## src/rtl/fft_ctrl_pkg.sv

```systemverilog
// fft_ctrl_pkg
// Shared definitions for the twiddle-stage sequencing controller: the FSM
// state encoding and the default frame size and pipeline latencies.
package fft_ctrl_pkg;

  // IDLE: no frame in progress; RUN: accepting samples of a frame;
  // DRAIN: frame complete, waiting for the pipeline to empty.
  typedef enum logic [1:0] {
    ST_IDLE  = 2'd0,
    ST_RUN   = 2'd1,
    ST_DRAIN = 2'd2
  } state_e;

  localparam int DEF_CLK_CNT  = 16;
  localparam int DEF_BFLY_LAT = 1;
  localparam int DEF_TWD_LAT  = 1;

endpackage

```

## src/rtl/valid_delay.sv

```systemverilog
// valid_delay
// Fixed-depth shift register used to align valid flags and sideband bits
// with the datapath pipeline. All stages reset to zero.
// Ports:
//   clk   - clock, rising edge
//   rstn  - asynchronous active-low reset, clears every stage
//   clr   - synchronous clear, flushes every stage on the next edge
//   din   - value entering the line
//   dout  - value delayed by exactly DEPTH cycles
module valid_delay #(
  parameter int DEPTH = 1,
  parameter int WIDTH = 1
) (
  input  logic             clk,
  input  logic             rstn,
  input  logic             clr,
  input  logic [WIDTH-1:0] din,
  output logic [WIDTH-1:0] dout
);

  logic [WIDTH-1:0] stage_q [DEPTH];
  logic [WIDTH-1:0] stage_d [DEPTH];

  always_comb begin
    stage_d[0] = clr ? '0 : din;
    for (int i = 1; i < DEPTH; i++) begin
      stage_d[i] = clr ? '0 : stage_q[i-1];
    end
  end

  always_ff @(posedge clk or negedge rstn) begin
    if (!rstn) begin
      for (int i = 0; i < DEPTH; i++) begin
        stage_q[i] <= '0;
      end
    end else begin
      for (int i = 0; i < DEPTH; i++) begin
        stage_q[i] <= stage_d[i];
      end
    end
  end

  assign dout = stage_q[DEPTH-1];

endmodule

```

## src/rtl/twd_seq_ctrl.sv

```systemverilog
// twd_seq_ctrl
// Sequencing controller for an FFT twiddle stage. Tracks the in-frame sample
// index, generates the butterfly enable, and carries valid/index alongside
// the butterfly and twiddle pipelines so the twiddle stage sees a sample
// index aligned with its data.
// Ports:
//   clk, rstn    - clock (rising edge), asynchronous active-low reset
//   clr          - synchronous soft clear, overrides everything else
//   din_valid    - upstream sample valid
//   bfly_en      - butterfly enable for the accepted sample
//   twd_valid    - twiddle-stage enable, bfly_en delayed BFLY_LAT cycles
//   twd_cnt      - sample index aligned with twd_valid
//   twd_idx      - quadrant of twd_cnt (0 when twd_valid is low)
//   rot_en       - -j rotation select (quadrant 3)
//   dout_valid   - stage output valid, twd_valid delayed TWD_LAT cycles
//   frame_start  - pulse on acceptance of an index-0 sample
//   frame_done   - pulse with dout_valid of the last sample of a frame
//   err_gap      - pulse on the first idle cycle of a mid-frame gap
//   busy         - high whenever the FSM is not IDLE
module twd_seq_ctrl
  import fft_ctrl_pkg::*;
#(
  parameter int CLK_CNT  = DEF_CLK_CNT,
  parameter int BFLY_LAT = DEF_BFLY_LAT,
  parameter int TWD_LAT  = DEF_TWD_LAT
) (
  input  logic                       clk,
  input  logic                       rstn,
  input  logic                       clr,
  input  logic                       din_valid,
  output logic                       bfly_en,
  output logic                       twd_valid,
  output logic [$clog2(CLK_CNT)-1:0] twd_cnt,
  output logic [1:0]                 twd_idx,
  output logic                       rot_en,
  output logic                       dout_valid,
  output logic                       frame_start,
  output logic                       frame_done,
  output logic                       err_gap,
  output logic                       busy
);

  localparam int CW        = $clog2(CLK_CNT);
  localparam int DRAIN_LAT = BFLY_LAT + TWD_LAT;
  localparam int DW        = $clog2(DRAIN_LAT + 1);

  state_e          state_q, state_d;
  logic [CW-1:0]   cnt_q, cnt_d;
  logic            gap_q, gap_d;
  logic [DW-1:0]   drain_q, drain_d;

  logic            accept;
  logic [CW-1:0]   cur_idx;
  logic            dout_last;

  // A sample arriving outside RUN always opens a new frame, so its index is 0;
  // inside RUN the counter already holds the index of the next sample.
  // Gating with rstn keeps the combinational outputs quiet during reset.
  always_comb begin
    accept      = din_valid && !clr && rstn;
    cur_idx     = (state_q == ST_RUN) ? cnt_q : '0;
    bfly_en     = accept;
    frame_start = accept && (cur_idx == '0);
    err_gap     = !clr && (state_q == ST_RUN) && !din_valid &&
                  (cnt_q != '0) && !gap_q;
  end

  // Next-state logic. The counter is a power of two wide, so the natural
  // overflow of the increment implements the CLK_CNT-1 -> 0 wrap.
  always_comb begin
    state_d = state_q;
    cnt_d   = cnt_q;
    gap_d   = gap_q;
    drain_d = drain_q;
    if (clr) begin
      state_d = ST_IDLE;
      cnt_d   = '0;
      gap_d   = 1'b0;
      drain_d = '0;
    end else begin
      unique case (state_q)
        ST_IDLE: begin
          if (din_valid) begin
            state_d = ST_RUN;
            cnt_d   = CW'(1);
          end
        end
        ST_RUN: begin
          if (din_valid) begin
            cnt_d = cnt_q + 1'b1;
            gap_d = 1'b0;
          end else if (cnt_q == '0) begin
            state_d = ST_DRAIN;
            drain_d = '0;
          end else begin
            gap_d = 1'b1;
          end
        end
        ST_DRAIN: begin
          if (din_valid) begin
            state_d = ST_RUN;
            cnt_d   = CW'(1);
            drain_d = '0;
          end else if (drain_q == DW'(DRAIN_LAT - 1)) begin
            state_d = ST_IDLE;
            drain_d = '0;
          end else begin
            drain_d = drain_q + 1'b1;
          end
        end
        default: begin
          state_d = ST_IDLE;
          cnt_d   = '0;
          gap_d   = 1'b0;
          drain_d = '0;
        end
      endcase
    end
  end

  always_ff @(posedge clk or negedge rstn) begin
    if (!rstn) begin
      state_q <= ST_IDLE;
      cnt_q   <= '0;
      gap_q   <= 1'b0;
      drain_q <= '0;
    end else begin
      state_q <= state_d;
      cnt_q   <= cnt_d;
      gap_q   <= gap_d;
      drain_q <= drain_d;
    end
  end

  // Index is zeroed for idle slots so twd_cnt only carries meaning with twd_valid.
  valid_delay #(
    .DEPTH (BFLY_LAT),
    .WIDTH (CW + 1)
  ) u_bfly_dly (
    .clk  (clk),
    .rstn (rstn),
    .clr  (clr),
    .din  ({accept, accept ? cur_idx : {CW{1'b0}}}),
    .dout ({twd_valid, twd_cnt})
  );

  // Only a last-sample flag needs to follow the twiddle stage for frame_done.
  valid_delay #(
    .DEPTH (TWD_LAT),
    .WIDTH (2)
  ) u_twd_dly (
    .clk  (clk),
    .rstn (rstn),
    .clr  (clr),
    .din  ({twd_valid, twd_valid && (twd_cnt == CW'(CLK_CNT - 1))}),
    .dout ({dout_valid, dout_last})
  );

  always_comb begin
    twd_idx    = twd_valid ? twd_cnt[CW-1 -: 2] : 2'b00;
    rot_en     = twd_valid && (twd_idx == 2'b11);
    frame_done = dout_valid && dout_last && !clr;
    busy       = (state_q != ST_IDLE);
  end

endmodule
```

## config.mk

```make
export PLATFORM = sky130hd
export DESIGN_NAME = twd_seq_ctrl
export DESIGN_NICKNAME = d
export VERILOG_FILES = /design/src/rtl/fft_ctrl_pkg.sv /design/src/rtl/valid_delay.sv /design/src/rtl/twd_seq_ctrl.sv
export SDC_FILE = /design/constraint.sdc
export NUM_CORES = 1
export LEC_CHECK = 0
export BUFFER_PORTS_ARGS = -buffer_cell sky130_fd_sc_hd__buf_2
export CAP_MARGIN = 30
export CORE_ASPECT_RATIO = 1.25
export CORE_MARGIN = 2
export CORE_UTILIZATION = 35
export CTS_CLUSTER_DIAMETER = 120
export DETAILED_ROUTE_END_ITERATION = 8
export GPL_ROUTABILITY_DRIVEN = 1
export GPL_TIMING_DRIVEN = 0
export HOLD_SLACK_MARGIN = 0.03
export SLEW_MARGIN = 25
export SYNTH_ARGS = -nofsm -noshare
export SYNTH_HDL_FRONTEND = slang
export SYNTH_SLANG_ARGS = --single-unit
```

## constraint.sdc

```tcl
create_clock -name clk -period 2 [get_ports clk]
set_input_delay 0.2 -clock clk [delete_from_list [all_inputs] [get_ports clk]]
set_output_delay 0.2 -clock clk [all_outputs]
set_load 0.02 [all_outputs]
```

==> flow_summary.yaml <==
synth:
  yosysSeqAreaShare_pct: 48.6
  async_flop_share_pct: 100
  ys_seq_elements: 16
  yosysTopAreaCellShare_pct: 48.6
  synthTopCellsByArea: "dfrtp_1, and3_1, nor2_1, a21oi_1, ha_1"
  synth_ff_type: "dfrtp_1"
  synthDistinctLibCells: 30
  netlist_instances: 88
  synth_largest_area_cell: "dfrtp_1"
  syn_area_sq_um: 825
  synth_edf_count: 0
  synth_fp_nets: 94
  yosysWarnings: 0
  avgSynthCellArea_sq_um: 9.37
timing:
  max_freq_mhz: 522
  fin_crit_sh_pct: 95.7
  post-route-min-period_ps: 1910
  setup_viol: 0
  hold_viol: 0
  rsz0062_at_grt: "false"
  slew_headroom_pct: 71.3
  tns_ps: 0
  finalWorstSetupSlack_ps: 85.0
  skew_ps: 5.63
  tightest_slew_ps: 430
  report.final.slew_viol_count: 0
final_layout:
  multi_input_area_sq_um: 374
  fill_cells: 219
  antenna_cells: 0
  nets: 118
  final_util_pct: 45.7
  regArea_sq_um: 400
  most-common-layout-cells: "buf_2, dfrtp_1, nor2_1"
  area_growth_pct: 22.5
  mostFrequentLayoutCell: "buf_2"
  final_layout_size_suffix_gt1_share_pct: 27.9
placed_design:
  gp_congestion: 0.774
  port_buffers: 16
  preCtsSetupSlack_ps: 272
  place_hpwl_um: 1240
worst_setup_path:
  cp-end-kind: "primary output"
  worst_r2r_endpoint: "drain_q[0]$_DFFE_PN0P_"
  regToRegStartpoint: "cnt_q[1]$_DFFE_PN0P_"
  cp.required_ps: 1800
  reg2reg_depth: 5
  cp_max_fo: 5
  arrival_ps: 1710
  start_kind: "register"
  r2r_slack_ps: 580
  path_class: "reg2out"
worst_hold_path:
  worstHoldStart: "clr"
  hold_path_end: "drain_q[1]$_DFFE_PN0P_"
  holdPathStages: 3
  min_path_type: "in2reg"
cts:
  clkTransAtPathRegs_ps: 100
  clock-root-buffer: "clkbuf_4"
  clk_latency_ps: 290
  numCtsBuffers: 3
  tritoncts: "done"
  clock_sinks: 16
  cts_buffer_depth: 2
  cts_htree_levels: 1
detailed_routing:
  wl_um: 1850
  via_count: 754
  drtPass1Iterations: 5
  vias_per_cell: 5.31
  ant_nets: 0
  avgRoutedWirePerCell_um: 13.0
  drc: 0
  drtIter0Drc: 33
job:
  timing.max_cap.violations: 0
global_route:
  grt_usage_pct: 14.0
  overflow: 0
  grt_pass1_wl_um: 2740
  antenna_found_initial: 0
  grt_max_degree: 18
  grt_pass1_vias: 617
die:
  core-area_sq_um: 2210
  start_util_pct: 37.3
  dieArea_sq_um: 2760
  die_h_um: 58.3
  rows: 19
  pin_count: 18
  die_w_um: 47.4
pwr:
  power_density_nw_per_um2: 638
  leakage_uw: 0.000538
  ir_drop_mv: 0.333
outcome:
  status: "finished clean"
layout make-up:
cell class / instances / area share (%)
Buffer: 5 / 2.97
Inverter: 6 / 2.23
Clock buffer: 4 / 3.59
Timing Repair Buffer: 19 / 10.7
Tap cell: 31 / 3.84
Multi-Input combinational cell: 61 / 37.1
Sequential cell: 16 / 39.7
how the worst max path moves through the flow:
stage                     cells after the start            startpoint          end
after floorplan                               4  cnt_q[0]$_DFFE_PN0P_      err_gap
after global placement                        5  cnt_q[0]$_DFFE_PN0P_      err_gap
after detailed placement                      5  cnt_q[0]$_DFFE_PN0P_      err_gap
after CTS                                     6                  rstn  frame_start
after global routing                          6                  rstn      bfly_en
final                                         5  cnt_q[1]$_DFFE_PN0P_      err_gap
cells by family after synthesis:
kind of cell               count (synthesis)  share of synthesized area, %
AOI/OAI and AO/OA                         18                          14.6
adders and majority gates                  2                          3.03
buffers and inverters                     11                          6.37
DFF                                       16                          48.6
and+or+nand+nor                           41                          27.5
per-stage QoR:
step           cell area (sq um)  instances  hold WS, ps  power, uW
4_1_cts                     1000        142          205        645
3_3_place_gp                 943        135          142        423
5_1_grt                     1010        142          215        670
2_1_floorplan                825         88        -95.6        396
3_5_place_dp                 943        135          136        423
6_report                    1010        142          203        644
Yosys cell counts, types with 2 or more instances:
| cell type | count |
|---|---|
| nand2_1 | 6 |
| o21ai_0 | 3 |
| buf_2 | 3 |
| nor2b_1 | 4 |
| a211oi_1 | 3 |
| ha_1 | 2 |
| a21oi_1 | 5 |
| inv_1 | 6 |
| nand2b_1 | 3 |
| and2_1 | 2 |
| nand3_1 | 4 |
| dfrtp_1 | 16 |
| and3_1 | 5 |
| nor2_1 | 7 |
| nor3_1 | 3 |
| or2_2 | 2 |
critical path: stages, from the launching register on:
cell and delay [ps]:
dfrtp_1 420, inv_1 90, ha_1 160, or3b_4 410
and3_1 180, buf_2 150
flip-flops by register name (all words and copies together) (netlist names):
signal,flops
u_twd_dly.dout,2
drain_q,2
state_q,2
cnt_q,4
gap_q,1
u_bfly_dly.dout,5
report_power, final:
part / switching [uW] / internal, uW / total (uW)
Combinational: 53.5 / 33.6 / 87.1
Clock: 109 / 111 / 220
Sequential: 6.25 / 331 / 337
Total: 169 / 475 / 644
timing repair:
action	4_1_cts	5_1_grt
endpoints found under the hold margin	16	0
hold buffers	1	0
gates cloned	0	0
resized for setup	0	3
buffers inserted	2	0
endpoints found under the setup margin	1	3
metal layers:
layer	GRT usage (%)	up-vias	part of all wire (%)
met2	21.0	36	46
met4	8.33	0	2.7
met5	0	-	0
li1	-	356	-
met3	1.87	7	4.9
met1	18.4	355	46
Note: power is estimated with default switching activity, not from simulation.
